<file path="config.mk">
export PLATFORM = sky130hd
export DESIGN_NAME = fwd_hazard_unit
export DESIGN_NICKNAME = d
export VERILOG_FILES = /design/src/rtl/fwd_pkg.sv /design/src/rtl/fwd_src_select.sv /design/src/rtl/fwd_hazard_unit.sv
export SDC_FILE = /design/constraint.sdc
export NUM_CORES = 1
export LEC_CHECK = 0
export CAP_MARGIN = 20
export CORE_ASPECT_RATIO = 0.6
export CORE_MARGIN = 2
export CORE_UTILIZATION = 35
export CTS_CLUSTER_SIZE = 30
export DETAILED_ROUTE_END_ITERATION = 12
export PLACE_DENSITY = 0.57
export SETUP_SLACK_MARGIN = 0.2
export SYNTH_ARGS = -nofsm -noshare
export SYNTH_HDL_FRONTEND = slang
export SYNTH_SLANG_ARGS = --single-unit
</file>
<file path="constraint.sdc">
create_clock -name i_clock -period 3.1 [get_ports i_clock]
set_input_delay 0.465 -clock i_clock [delete_from_list [all_inputs] [get_ports i_clock]]
set_output_delay 0.465 -clock i_clock [all_outputs]
set_load 0.1 [all_outputs]
</file>
<file path="src/rtl/fwd_pkg.sv">
// Shared constants for the forwarding / load-use hazard unit.
package fwd_pkg;
  // One-hot ALU operand select width and encodings
  localparam int SEL_W = 5;
  localparam logic [SEL_W-1:0] SEL_ID_EX     = 5'b00001;
  localparam logic [SEL_W-1:0] SEL_EXMEM_TOP = 5'b00010;
  localparam logic [SEL_W-1:0] SEL_EXMEM_BOT = 5'b00100;
  localparam logic [SEL_W-1:0] SEL_MEMWB_TOP = 5'b01000;
  localparam logic [SEL_W-1:0] SEL_MEMWB_BOT = 5'b10000;

  // Default slot field widths
  localparam int REG_ADDR_W_DEF  = 5;
  localparam int STALL_CNT_W_DEF = 16;

  // Number of ALU source operands (top, bottom)
  localparam int NUM_SRC = 2;
endpackage

</file>
<file path="src/rtl/fwd_src_select.sv">
// Per-source forwarding select and load-use detection against EX/MEM slots.
module fwd_src_select
  import fwd_pkg::*;
#(
  parameter int REG_ADDR_W = REG_ADDR_W_DEF
) (
  input  logic [REG_ADDR_W-1:0] i_src,
  input  logic                  i_src_en,
  input  logic                  i_ex_valid,
  input  logic                  i_ex_is_load,
  input  logic [REG_ADDR_W-1:0] i_ex_dst_top,
  input  logic                  i_ex_wr_top,
  input  logic [REG_ADDR_W-1:0] i_ex_dst_bot,
  input  logic                  i_ex_wr_bot,
  input  logic                  i_mem_valid,
  input  logic [REG_ADDR_W-1:0] i_mem_dst_top,
  input  logic                  i_mem_wr_top,
  input  logic [REG_ADDR_W-1:0] i_mem_dst_bot,
  input  logic                  i_mem_wr_bot,
  output logic [SEL_W-1:0]      o_sel,
  output logic                  o_load_hit
);
  logic w_ex_top_hit, w_ex_bot_hit, w_mem_top_hit, w_mem_bot_hit;

  // Raw tag matches; an invalid slot never matches
  assign w_ex_top_hit  = i_src_en & i_ex_valid  & i_ex_wr_top  & (i_ex_dst_top  == i_src);
  assign w_ex_bot_hit  = i_src_en & i_ex_valid  & i_ex_wr_bot  & (i_ex_dst_bot  == i_src);
  assign w_mem_top_hit = i_src_en & i_mem_valid & i_mem_wr_top & (i_mem_dst_top == i_src);
  assign w_mem_bot_hit = i_src_en & i_mem_valid & i_mem_wr_bot & (i_mem_dst_bot == i_src);

  // A load in EX has no result yet: it cannot forward, it forces a stall
  assign o_load_hit = i_ex_is_load & (w_ex_top_hit | w_ex_bot_hit);

  // Priority: newer slot first, top destination before bottom
  always_comb begin
    o_sel = SEL_ID_EX;
    if (!i_src_en)                         o_sel = SEL_ID_EX;
    else if (w_ex_top_hit && !i_ex_is_load) o_sel = SEL_EXMEM_TOP;
    else if (w_ex_bot_hit && !i_ex_is_load) o_sel = SEL_EXMEM_BOT;
    else if (w_mem_top_hit)                o_sel = SEL_MEMWB_TOP;
    else if (w_mem_bot_hit)                o_sel = SEL_MEMWB_BOT;
    else                                   o_sel = SEL_ID_EX;
  end
endmodule

</file>
<file path="src/rtl/fwd_hazard_unit.sv">
// ID-stage forwarding select generator and load-use stall unit.
module fwd_hazard_unit
  import fwd_pkg::*;
#(
  parameter int REG_ADDR_W  = REG_ADDR_W_DEF,
  parameter int STALL_CNT_W = STALL_CNT_W_DEF
) (
  input  logic                   i_clock,
  input  logic                   i_reset,
  input  logic                   i_freeze,
  input  logic                   i_flush,
  input  logic                   i_id_valid,
  input  logic [REG_ADDR_W-1:0]  i_id_src_top,
  input  logic [REG_ADDR_W-1:0]  i_id_src_bot,
  input  logic                   i_id_src_top_en,
  input  logic                   i_id_src_bot_en,
  input  logic [REG_ADDR_W-1:0]  i_id_dst_top,
  input  logic [REG_ADDR_W-1:0]  i_id_dst_bot,
  input  logic                   i_id_wr_top,
  input  logic                   i_id_wr_bot,
  input  logic                   i_id_is_load,
  output logic [SEL_W-1:0]       o_alu_input_sel_top,
  output logic [SEL_W-1:0]       o_alu_input_sel_bot,
  output logic                   o_stall,
  output logic [STALL_CNT_W-1:0] o_stall_count
);
  // EX slot
  logic                  r_ex_valid, r_ex_wr_top, r_ex_wr_bot, r_ex_is_load;
  logic [REG_ADDR_W-1:0] r_ex_dst_top, r_ex_dst_bot;
  // MEM slot
  logic                  r_mem_valid, r_mem_wr_top, r_mem_wr_bot;
  logic [REG_ADDR_W-1:0] r_mem_dst_top, r_mem_dst_bot;

  logic [SEL_W-1:0]       r_sel_top, r_sel_bot;
  logic [STALL_CNT_W-1:0] r_stall_cnt;

  // Index 0 = top operand, 1 = bottom operand
  logic [NUM_SRC-1:0][REG_ADDR_W-1:0] w_src;
  logic [NUM_SRC-1:0]                 w_src_en;
  logic [NUM_SRC-1:0][SEL_W-1:0]      w_sel;
  logic [NUM_SRC-1:0]                 w_load_hit;
  logic                               w_hazard, w_issue;

  assign w_src    = {i_id_src_bot, i_id_src_top};
  assign w_src_en = {i_id_src_bot_en, i_id_src_top_en};

  genvar g;
  generate
    for (g = 0; g < NUM_SRC; g++) begin : g_src
      fwd_src_select #(.REG_ADDR_W(REG_ADDR_W)) u_sel (
        .i_src        (w_src[g]),
        .i_src_en     (w_src_en[g]),
        .i_ex_valid   (r_ex_valid),
        .i_ex_is_load (r_ex_is_load),
        .i_ex_dst_top (r_ex_dst_top),
        .i_ex_wr_top  (r_ex_wr_top),
        .i_ex_dst_bot (r_ex_dst_bot),
        .i_ex_wr_bot  (r_ex_wr_bot),
        .i_mem_valid  (r_mem_valid),
        .i_mem_dst_top(r_mem_dst_top),
        .i_mem_wr_top (r_mem_wr_top),
        .i_mem_dst_bot(r_mem_dst_bot),
        .i_mem_wr_bot (r_mem_wr_bot),
        .o_sel        (w_sel[g]),
        .o_load_hit   (w_load_hit[g])
      );
    end
  endgenerate

  // A flushed consumer is squashed anyway, so it never stalls
  assign w_hazard = i_id_valid & (|w_load_hit);
  assign o_stall  = w_hazard & ~i_flush;
  assign w_issue  = i_id_valid & ~o_stall & ~i_flush;

  // Slot pipeline and registered operand selects
  always_ff @(posedge i_clock) begin
    if (i_reset) begin
      r_ex_valid    <= 1'b0;
      r_ex_wr_top   <= 1'b0;
      r_ex_wr_bot   <= 1'b0;
      r_ex_is_load  <= 1'b0;
      r_ex_dst_top  <= '0;
      r_ex_dst_bot  <= '0;
      r_mem_valid   <= 1'b0;
      r_mem_wr_top  <= 1'b0;
      r_mem_wr_bot  <= 1'b0;
      r_mem_dst_top <= '0;
      r_mem_dst_bot <= '0;
      r_sel_top     <= SEL_ID_EX;
      r_sel_bot     <= SEL_ID_EX;
    end else if (!i_freeze) begin
      r_mem_valid   <= r_ex_valid;
      r_mem_wr_top  <= r_ex_wr_top;
      r_mem_wr_bot  <= r_ex_wr_bot;
      r_mem_dst_top <= r_ex_dst_top;
      r_mem_dst_bot <= r_ex_dst_bot;
      if (w_issue) begin
        r_ex_valid   <= 1'b1;
        r_ex_wr_top  <= i_id_wr_top;
        r_ex_wr_bot  <= i_id_wr_bot;
        r_ex_is_load <= i_id_is_load;
        r_ex_dst_top <= i_id_dst_top;
        r_ex_dst_bot <= i_id_dst_bot;
        r_sel_top    <= w_sel[0];
        r_sel_bot    <= w_sel[1];
      end else begin
        r_ex_valid <= 1'b0;
        r_sel_top  <= SEL_ID_EX;
        r_sel_bot  <= SEL_ID_EX;
      end
    end
  end

  // Saturating stall-cycle counter; frozen cycles are not counted
  always_ff @(posedge i_clock) begin
    if (i_reset)
      r_stall_cnt <= '0;
    else if (!i_freeze && o_stall && !(&r_stall_cnt))
      r_stall_cnt <= r_stall_cnt + 1'b1;
  end

  assign o_alu_input_sel_top = r_sel_top;
  assign o_alu_input_sel_bot = r_sel_bot;
  assign o_stall_count       = r_stall_cnt;
endmodule

</file>
======== After elaboration in Yosys (flattened, before gate mapping) ========
Index checks and enable logic that the tools add are counted.
word-level totals
  register bits after elaboration ......... 53
  output and inout bits ................... 27
  logic and storage cells ................. 79
cells by class
  $add $sub $neg .......................... 1
  bitwise operators ....................... 31
  equality and inequality tests ........... 8
  reductions and logical operators ........ 12
  muxes and demuxes ....................... 13
operator list
  kind                                           count
  two-way mux 5 bit                              12
  == test 5 bit                                  8
  bitwise AND 1 bit                              26
  adder 16 x 1 -> 16 bit, second input constant  1
  AND reduction 16 bit                           1
  logical AND 1 bit                              6
  zero test 1 bit                                3
  NOT 1 bit                                      3
  OR 1 bit                                       2
  AND reduction 2 bit                            1
  OR reduction 2 bit                             1
  two-way mux 1 bit                              1

======== Longest topological paths before layout ========
Gate-level depths: netlist of run 1.
  depth after elaboration ................. 12
  depth in mapped cells ................... 10

======== Cells and area by module ========
Synthesis of run 1 repeated with hierarchy kept, for this count alone.
unflattened totals
  cell total of the unflattened synthesis .. 326
  area total of the unflattened synthesis .. 2785.2 um^2
modules (own cells, without submodules)
  module           area an instance (um^2)  times used  sequential area each (um^2)  cells each
  fwd_hazard_unit  2117.0                   1           1061.0                       240
  fwd_src_select   334.1                    2           0.0                          43

======== Worst setup path after synthesis of run 1 ========
No wires, ideal clock.
  path kind ............................... in2out
  start ................................... input port i_id_src_bot[4]
  end ..................................... output port o_stall
  arrival time ............................ 2233 ps
  data required time ...................... 2635 ps
  path slack .............................. 402 ps
  cell stages on the path ................. 7
  cell sequence ........................... xor2_1 -> nor4_2 -> nor2b_2 -> nor4_2 -> buf_2 -> or2_2 -> inv_1
between the ends
  longest elaborated chain between the ends .. 7
  elaborated cells between the ends (all ways) .. 9
  classes of those cells .................. eq/ne (2); bitwise (6); reduce/logical (1)
ends and longest elaborated chain
  what                                         RTL line                                    RTL
  start: declaration                           fwd_hazard_unit.sv:14                       input logic [REG_ADDR_W-1:0] i_id_src_bot,
  == test 5 bit, on equally long branches      fwd_src_select.sv:26, fwd_src_select.sv:27
  bitwise AND 1 bit, on equally long branches  fwd_src_select.sv:26, fwd_src_select.sv:27
  OR 1 bit *                                   fwd_src_select.sv:32                        assign o_load_hit = i_ex_is_load & (w_ex_top_hit | w_ex_bot_hit);
  bitwise AND 1 bit *                          fwd_src_select.sv:32
  OR reduction 2 bit *                         fwd_hazard_unit.sv:71                       assign w_hazard = i_id_valid & (|w_load_hit);
  bitwise AND 1 bit *                          fwd_hazard_unit.sv:71
  bitwise AND 1 bit *                          fwd_hazard_unit.sv:72                       assign o_stall = w_hazard & ~i_flush;
  end: declaration                             fwd_hazard_unit.sv:24                       output logic o_stall,
Every way passes the cells marked *; elsewhere a longest branch is shown, timed or not.

======== Worst setup path in the final report of run 1 ========
  start ................................... input port i_id_src_bot[0]
  end ..................................... output port o_stall
Same word-level chain as after synthesis.

==> impl_metrics.py, run 1 <==
metrics = {
    "global_route": {
        "grt_pass1_vias": 2689,
        "antenna_found_initial": 0,
        "grt_first_pass_wirelength_microns": 14500,
        "grt_overflow_total": 0,
        "grtUsageTotal": 0.189,
        "grt_max_degree": 59,
    },
    "synth": {
        "yosysMostFrequentCell": "dfxtp_1",
        "synth-seq-cells": 53,
        "ys_async_sr_fraction": 0,
        "synth_top_flop_cell": "dfxtp_1",
        "netlist_instances": 367,
        "yosys.area.top_type_share": 0.342,
        "synthTopCellsByArea": "dfxtp_1, xnor2_1, nand4_1",
        "postSynthAreaPerCell_sq_um": 8.45,
        "syn-cell-area_sq_um": 3100,
        "synth_cell_types": 46,
        "synth_nets": 398,
        "synth_edf_count": 0,
        "yosysWarnings": 0,
        "synthTopCellsByCount": "dfxtp_1, nor2_1, nand3_1, xnor2_1, nand4_1",
        "synth-seq-area-share": 0.342,
        "synth_area_leader_cell": "dfxtp_1",
    },
    "die": {
        "die_h_microns": 76.9,
        "coreArea_sq_um": 8560,
        "die_width_microns": 126,
        "rows": 26,
        "start_util": 0.363,
        "die-area_sq_um": 9660,
        "io_pins": 57,
    },
    "timing": {
        "fmax_ghz": 0.353,
        "finalCritPeriodShare": 0.913,
        "skew_ns": 0.00504,
        "hold_violations": 0,
        "report.final.slew_viol_count": 0,
        "setup_violations": 0,
        "min_period_ns": 2.83,
        "rsz0062_at_grt": "no",
        "max_slew_margin": 0.289,
        "setup_tns_ns": 0,
        "tightest_slew_ns": 1.07,
    },
    "worst_setup_path": {
        "path_cells": "clkdlybuf4s50_1 > xnor2_1 > nand4_1 > nor2b_4 > nor4_4 > or2_2 > inv_1 > buf_12",
        "crit_slowest_cell": "clkdlybuf4s50_1",
        "cpPeakStageDelay_ns": 0.64,
        "end_kind": "primary output",
        "cp_top_family": "buffers and inverters",
        "cp.required_ns": 2.63,
        "critPathMaxFanout": 4,
        "worstPathArrival_ns": 2.36,
        "startpoint_type": "input port",
        "critical_path_buf_inv_count": 3,
        "worstSetupPathType": "input port to primary output",
    },
    "drt": {
        "routed_via_density": 5.56,
        "drc": 0,
        "dr.first_iter.drc_count": 195,
        "antenna_left": 0,
        "vias": 2918,
        "wl_per_cell_microns": 17.5,
        "first_pass_iters": 4,
        "wirelength_microns": 9170,
    },
    "place": {
        "gp_congestion": 0.919,
        "placed_cell_area_sq_um": 3710,
        "portBuffers": 56,
        "place_inst": 516,
        "dp_hpwl_microns": 6850,
    },
    "power_and_ir_drop": {
        "power_density_nw_per_um2": 384,
        "power_mw": 1.50,
        "p_leak_nw": 1.51,
        "peakVddDrop_mv": 0.233,
    },
    "hold_path": {
        "hp-class": "register to register",
    },
    "cts": {
        "clk_pin_slew_ns": 0.07,
        "postCtsHoldBufs": 0,
        "cts_sinks": 53,
        "root_buffer": "clkbuf_16",
        "cts_inserted_buffers": 5,
        "htreeDepth": 2,
        "clock_latency_ns": 0.29,
        "clock_path_buffers": 2,
        "cts_tree": "done",
    },
    "cells_and_area": {
        "drive_gt1_frac": 0.165,
        "fin_nets": 443,
        "final_util": 0.457,
        "final_cell_area_sq_um": 3910,
        "antenna_cells": 0,
        "fill_cells": 852,
        "instances_no_fill": 525,
        "syn2layout_area_growth_pct": 25.9,
    },
    "outcome": {
        "status": "finished, final reports clean",
    },
    "run": {
        "max_cap_viol_count": 0,
    },
}
==> registers in the layout (all words and copies together) (netlist names), 5 cells and up <==
signal               cells
o_stall_count           16
o_alu_input_sel_bot      5
o_alu_input_sel_top      5
r_ex_dst_bot             5
r_ex_dst_top             5
r_mem_dst_bot            5
r_mem_dst_top            5
==> worst reg2reg max path: stages, from the launching register on <==
cell	delay (ns)
dfxtp_1	0.47
xor2_1	0.12
nor4_2	0.33
buf_4	0.16
and2_1	0.19
nor4_4	0.06
buf_12	0.17
nor4_1	0.38
mux2_2	0.37
==> cell families (layout without fill, tap and decap cells) <==
family          after synthesis  count (layout)  synth area share
compound gates               41              41            0.0871
xor+xnor                     40              40             0.113
fa+ha+maj                     1               1           0.00403
buf+inv                      32              78            0.0456
flops                        53              53             0.342
mux                          24              24            0.0815
simple gates                176             176             0.327
==> power breakdown <==
part	total [mW]	internal, mW	switching (mW)
Clock	0.591	0.343	0.248
Sequential	0.724	0.697	0.0274
Combinational	0.184	0.0891	0.0954
==> metal layers <==
layer / global-route usage / part of all wire / routed length, microns / up-vias
li1: - / - / - / 1433
met3: 0.0509 / 0.073 / 671 / 8
met2: 0.248 / 0.39 / 3620 / 101
met5: 0 / 0 / 0 / -
met4: 0.0544 / 0.010 / 93 / 0
met1: 0.295 / 0.52 / 4790 / 1376
==> layout make-up <==
| class | count | area [sq um] | share of cell area |
|---|---|---|---|
| Clock buffer | 7 | 153 | 0.0391 |
| Clock inverter | 1 | 5.00 | 0.00128 |
| Inverter | 4 | 15.0 | 0.00384 |
| Multi-Input combinational cell | 282 | 1950 | 0.498 |
| Sequential cell | 53 | 1060 | 0.272 |
| Tap cell | 112 | 140 | 0.0359 |
| Timing Repair Buffer | 66 | 587 | 0.150 |
==> path summary, 6_finish.rpt <==
check,start,endpoint,slack (ns),depth (start not counted)
max,i_id_src_bot[0],o_stall,0.27,8
min,o_alu_input_sel_top[2],o_alu_input_sel_top[2],0.47,2
max reg2reg,r_ex_dst_bot[2],o_stall_count[5],0.72,8
min reg2reg,o_alu_input_sel_top[2],o_alu_input_sel_top[2],0.47,2
==> cell usage in the layout, fill, tap and decap left out, drive strengths merged, types with 2 or more instances in the layout <==
cell type / instances
a21oi: 8
a31oi: 13
a32oi: 2
and2: 2
and3: 15
buf: 38
clkbuf: 7
clkdlybuf4s50: 24
dfxtp: 53
dlygate4sd2: 3
inv: 4
mux2: 10
mux2i: 14
nand2: 18
nand3: 24
nand3b: 2
nand4: 23
nand4b: 2
nor2: 37
nor2b: 11
nor3: 5
nor3b: 3
nor4: 9
nor4b: 2
o21ai: 6
o22a: 2
o31ai: 5
or2: 2
or4: 5
or4b: 12
xnor2: 24
xor2: 16
==> repair_timing <==
action / CTS / global route
setup buffers: 1 / 0
endpoints found under the setup margin: 1 / 1
resized for setup: 5 / 6
pin swaps: 2 / 0
==> stage by stage <==
stage	worst slack [ns]	hold WS, ns
after floorplan	0.402	0.478
after global placement	0.0198	0.453
after detailed placement	-0.00470	0.464
after CTS	0.206	0.475
after global routing	0.213	0.493
final	0.271	0.468
Power figures use the tool's default switching activity.
==> inputs of run 2 (changes only) <==
Settings changed: DONT_BUFFER_PORTS set to 1, PLACE_DENSITY 0.57 to unset, PLACE_DENSITY_LB_ADDON set to 0.1.
Clock period 3.1 ns to 2.5 ns, I/O delays scaled along.
==> run 2 against run 1 <==
Clock skew up 0.00063 ns; sequential power up 23%; hold slack worse by 0.33 ns; count of clock-buffer cells in the layout unchanged; clock power up 40%; sequential cell count unchanged; largest cell class unchanged.
==> impl_metrics.py, run 2 (synthesis gave the netlist of run 1 again) <==
metrics = {
    "outcome": {
        "status": "finished, final reports clean",
    },
    "cells_and_area": {
        "fin_nets": 426,
        "final_cell_mix": "buf_4, dfxtp_1, nor2_1, nand3_1",
        "final_util": 0.444,
        "final_common_cell": "buf_4",
        "antenna_cells": 0,
        "drive_gt1_frac": 0.260,
        "syn2layout_area_growth_pct": 22.4,
        "largest_reg_flops": 16,
    },
    "power_and_ir_drop": {
        "peakVddDrop_mv": 0.277,
        "p_leak_nw": 1.45,
        "power_mw": 1.87,
        "power_density_nw_per_um2": 493,
    },
    "global_route": {
        "grt_overflow_total": 0,
        "antenna_found_initial": 0,
        "grt_pass1_vias": 2664,
        "grt_first_pass_wirelength_microns": 15000,
        "grt_max_degree": 60,
        "grtUsageTotal": 0.196,
    },
    "die": {
        "die_width_microns": 126,
        "die-area_sq_um": 9660,
        "coreArea_sq_um": 8560,
        "die_h_microns": 76.9,
        "io_pins": 57,
        "start_util": 0.363,
        "rows": 26,
    },
    "worst_setup_path": {
        "worstSetupPathType": "register to primary output",
        "path_cells": "xor2_2 > nor4_2 > buf_4 > and2_4 > nor4_4 > or2_4 > clkinvlp_4 > buf_12",
        "cp_top_family": "simple AND/OR/NAND/NOR gates",
        "cpPeakStageDelay_ns": 0.36,
        "critPathMaxFanout": 2,
        "critical_path_buf_inv_count": 3,
        "r2r_cells": 8,
        "end_kind": "primary output",
        "crit_slowest_cell": "dfxtp_4",
        "worstPathArrival_ns": 1.97,
        "path_depth": 8,
        "cp.required_ns": 2.12,
        "startpoint_type": "register",
    },
    "timing": {
        "report.final.slew_viol_count": 0,
        "max_slew_margin": 0.614,
        "setup_violations": 0,
        "worst_slack_ns": 0.154,
        "finalCritPeriodShare": 0.938,
        "min_period_ns": 2.35,
        "setup_tns_ns": 0,
        "fmax_ghz": 0.426,
        "rsz0062_at_grt": "yes",
        "tightest_slew_ns": 0.573,
        "hold_violations": 0,
        "skew_ns": 0.00567,
        "whs_ns": 0.139,
    },
    "place": {
        "gp_congestion": 0.831,
        "portBuffers": 0,
        "dp_hpwl_microns": 6690,
        "dpl_worst_slack_ns": 0.0967,
    },
    "drt": {
        "wl_per_cell_microns": 18.3,
        "drc": 0,
        "dr.first_iter.drc_count": 214,
        "routed_via_density": 5.56,
        "vias": 2825,
        "first_pass_iters": 4,
        "antenna_left": 0,
        "wirelength_microns": 9300,
    },
    "cts": {
        "postCtsHoldBufs": 0,
        "clock_latency_ns": 0.30,
        "htreeDepth": 2,
        "cts_inserted_buffers": 5,
        "clk_pin_slew_ns": 0.07,
        "clock_path_buffers": 2,
        "cts_tree": "done",
        "root_buffer": "clkbuf_16",
        "cts_sinks": 53,
    },
    "run": {
        "max_cap_viol_count": 0,
    },
    "hold_path": {
        "hp-class": "input port to register",
        "hold_depth": 1,
    },
}
run 2: timing repair:
action | 4_1_cts | 5_1_grt
endpoints found under the hold margin | 0 | 0
gates resized for setup | 11 | 14
endpoints found under the setup margin | 18 | 18
pin swaps | 8 | 4
setup buffers | 5 | 2
run 2: where the power goes:
part	leakage [nW]	switching (mW)	internal [mW]
logic	0.933	0.0735	0.0816
clock network	0.0841	0.325	0.502
registers	0.437	0.0272	0.864
total	1.45	0.426	1.45
run 2: final timing paths:
check                         start                endpoint  slack [ns]
min                         i_reset        o_stall_count[7]        0.14
max reg2reg         r_ex_dst_bot[3]        o_stall_count[5]        0.26
max                 r_ex_dst_bot[3]                 o_stall        0.15
min reg2reg  o_alu_input_sel_top[2]  o_alu_input_sel_top[2]        0.46
run 2: area by class of cell:
class                           instances  area, sq um
Clock inverter                          1         30.0
Clock buffer                            7          143
Timing Repair Buffer                   49          384
Tap cell                              112          140
Multi-Input combinational cell        282         2000
Sequential cell                        53         1090
Inverter                                4         18.8
Fill cell                             857         4760
run 2: worst reg2reg max path, cell delays in order, from the launching register on:
cell and delay (ns):
dfxtp_4 0.36, xor2_2 0.14, nor4_2 0.29, buf_4 0.17, and2_4 0.15, nor4_4 0.04
buf_4 0.24, nor4_2 0.37, mux2_2 0.37
run 2: per-stage QoR:
step | std cells | area [sq um]
5_1_grt | 508 | 3800
3_5_place_dp | 493 | 3480
2_1_floorplan | 367 | 3130
3_3_place_gp | 493 | 3480
6_report | 508 | 3800
4_1_cts | 506 | 3720
run 2: per-layer routing:
metal,up-vias,routed length (microns),track usage
met5,-,0,0
met4,0,57,0.0400
met3,4,696,0.0516
met2,69,3910,0.269
met1,1356,4630,0.303
li1,1396,-,-
==> inputs of run 3 (changes only) <==
Settings changed: SYNTH_HIERARCHICAL set to 1.
==> run 3 against run 2 <==
Utilization grew 1.6 points; critical path type unchanged; first-iteration DRC count fell by 40%; clock skew decreased by 0.00088 ns; clock power decreased by 11%; synthesized cell count shrank 11%; global-route usage fell by 0.83 points; critical endpoint unchanged.
==> impl_metrics.py, run 3 <==
metrics = {
    "outcome": {
        "status": "finished, final reports clean",
    },
    "synth": {
        "synth_edf_count": 0,
        "synthTopCellsByCount": "dfxtp_1, nand2_1, nor2_1",
        "synth-seq-area-share": 0.381,
        "ys_async_sr_fraction": 0,
        "synth_cell_types": 42,
        "synth-seq-cells": 53,
        "postSynthAreaPerCell_sq_um": 8.54,
        "synthTopCellsByArea": "dfxtp_1, xnor2_1, nand2_1",
        "synth_area_leader_cell": "dfxtp_1",
        "yosysMostFrequentCell": "dfxtp_1",
        "yosysWarnings": 6,
        "syn-cell-area_sq_um": 2790,
        "synth_top_flop_cell": "dfxtp_1",
        "netlist_instances": 326,
        "yosys.area.top_type_share": 0.381,
        "synth_nets": 357,
    },
    "die": {
        "start_util": 0.358,
        "die_width_microns": 119,
        "coreArea_sq_um": 7790,
        "die_h_microns": 73.1,
        "io_pins": 57,
        "die-area_sq_um": 8710,
        "rows": 25,
    },
    "place": {
        "placed_cell_area_sq_um": 3260,
        "portBuffers": 0,
        "gp_congestion": 0.929,
        "dp_hpwl_microns": 5850,
        "dpl_worst_slack_ns": -0.0189,
    },
    "power_and_ir_drop": {
        "p_leak_nw": 1.25,
        "peakVddDrop_mv": 0.240,
        "power_density_nw_per_um2": 478,
    },
    "global_route": {
        "top_usage_layer": "met1",
        "grt_pass1_vias": 2249,
        "grt_overflow_total": 0,
        "grt_max_degree": 56,
        "grtUsageTotal": 0.188,
        "grtUsageMet3": 0.0469,
        "grt_use_met1": 0.307,
        "grt_first_pass_wirelength_microns": 12500,
        "use_met2": 0.232,
        "antenna_found_initial": 0,
    },
    "timing": {
        "finalCritPeriodShare": 0.958,
        "worst_slack_ns": 0.105,
        "setup_violations": 0,
        "min_period_ns": 2.39,
        "max_slew_margin": 0.748,
        "report.final.slew_viol_count": 0,
        "rsz0062_at_grt": "yes",
        "skew_ns": 0.00480,
        "hold_violations": 0,
        "fmax_ghz": 0.418,
        "tightest_slew_ns": 0.375,
    },
    "cells_and_area": {
        "final_common_cell": "buf_4",
        "syn2layout_area_growth_pct": 28.7,
        "final_cell_area_sq_um": 3580,
        "largest_reg_flops": 16,
        "multi_input_area_sq_um": 1730,
        "fin_nets": 404,
        "antenna_cells": 0,
        "drive_gt1_frac": 0.316,
        "final_cell_mix": "buf_4, nand2_1, dfxtp_1, nor2_1, xnor2_1",
        "seq_area_sq_um": 1090,
        "fill_cells": 784,
    },
    "drt": {
        "routed_via_density": 5.19,
        "antenna_left": 0,
        "first_pass_iters": 4,
        "wl_per_cell_microns": 16.6,
        "dr.first_iter.drc_count": 129,
        "drc": 0,
        "vias": 2502,
        "wirelength_microns": 8010,
    },
    "cts": {
        "cts_tree": "done",
        "htreeDepth": 2,
        "clk_pin_slew_ns": 0.07,
        "cts_sinks": 53,
        "clock_latency_ns": 0.29,
        "cts_inserted_buffers": 5,
        "root_buffer": "clkbuf_16",
        "clock_path_buffers": 2,
    },
    "worst_setup_path": {
        "critPathMaxFanout": 4,
        "worstSetupPathType": "register to primary output",
        "worstPathArrival_ns": 2.02,
        "startpoint_type": "register",
        "end_kind": "primary output",
        "cp.required_ns": 2.12,
    },
    "hold_path": {
        "hp-class": "input port to register",
    },
    "run": {
        "max_cap_viol_count": 0,
    },
}
==> run 3: cell count changes in the layout (fill, tap and decap cells not counted), moves of 9 or more <==
cell and delta:
nand2_1 +21, nand3_1 -21, and3_1 -15, a21oi_1 +14
a31oi_1 -12, nand4_1 -12, or4b_1 -12, dfxtp_2 +9
mux2_2 -9
==> run 3: area by class of cell <==
type / instances / share of cell area
timing repair buffer: 57 / 0.125
clock buffer: 7 / 0.0426
inverter: 6 / 0.00628
tap: 108 / 0.0377
multi-input combinational: 250 / 0.482
clock inverter: 1 / 0.00140
sequential: 53 / 0.305
==> run 3: logic make-up after synthesis <==
| group | after synthesis | share of synthesized area |
|---|---|---|
| AO/OA/AOI/OAI | 57 | 0.134 |
| AND/OR/NAND/NOR | 137 | 0.255 |
| flip-flops | 53 | 0.381 |
| multiplexers | 15 | 0.0548 |
| XOR/XNOR | 40 | 0.131 |
| adder cells (fa/ha/maj) | 1 | 0.00449 |
| buffers and inverters | 23 | 0.0395 |
==> run 3: where the power goes <==
part	switching (mW)	leakage, nW	internal [mW]
registers	0.0144	0.440	0.855
logic	0.0454	0.734	0.0617
clock network	0.313	0.0799	0.425
==> run 3: worst max-delay path, stage by stage (launching register included) <==
cell and delay (ns):
dfxtp_4 0.36, xnor2_2 0.17, nand4_1 0.17, nor2_2 0.16, o2111a_2 0.27, nor2_4 0.06
buf_6 0.11, nor3b_4 0.21, buf_12 0.20
==> run 3: what timing repair did <==
action                                 in CTS  in global routing
buffers inserted                            1                  7
gates resized for setup                     7                 22
pin swaps                                   0                 10
cloned                                      0                  1
endpoints found under the hold margin       0                  0
hold buffers                                0                  0
setup endpoints to repair                   7                 12
==> run 3: per-stage QoR <==
step	instances	TNS [ns]	utilization	hold slack, ns	power, mW
2_1_floorplan	326	0	-	0.462	0.987
3_3_place_gp	465	0	0.419	0.443	0.993
3_5_place_dp	465	-0.0189	0.419	0.444	0.992
4_1_cts	474	0	0.442	0.130	1.74
5_1_grt	482	0	0.460	0.115	1.78
6_report	482	0	0.460	0.132	1.71
==> run 3: worst paths after layout <==
path	from	slack [ns]	endpoint	cells after the start
setup reg to reg	r_ex_dst_top[0]	0.14	o_stall_count[14]	8
hold reg to reg	r_ex_dst_top[1]	0.48	r_ex_dst_top[1]	2
hold / removal	i_reset	0.13	o_stall_count[8]	1
setup / recovery	r_ex_dst_top[0]	0.11	o_stall	8
==> run 3: routing by layer <==
metal | part of all wire | wire, microns | vias to the layer above
met3 | 0.046 | 370 | 8
met5 | 0 | 0 | -
li1 | - | - | 1265
met4 | 0.0086 | 69 | 0
met1 | 0.58 | 4610 | 1187
met2 | 0.37 | 2950 | 42
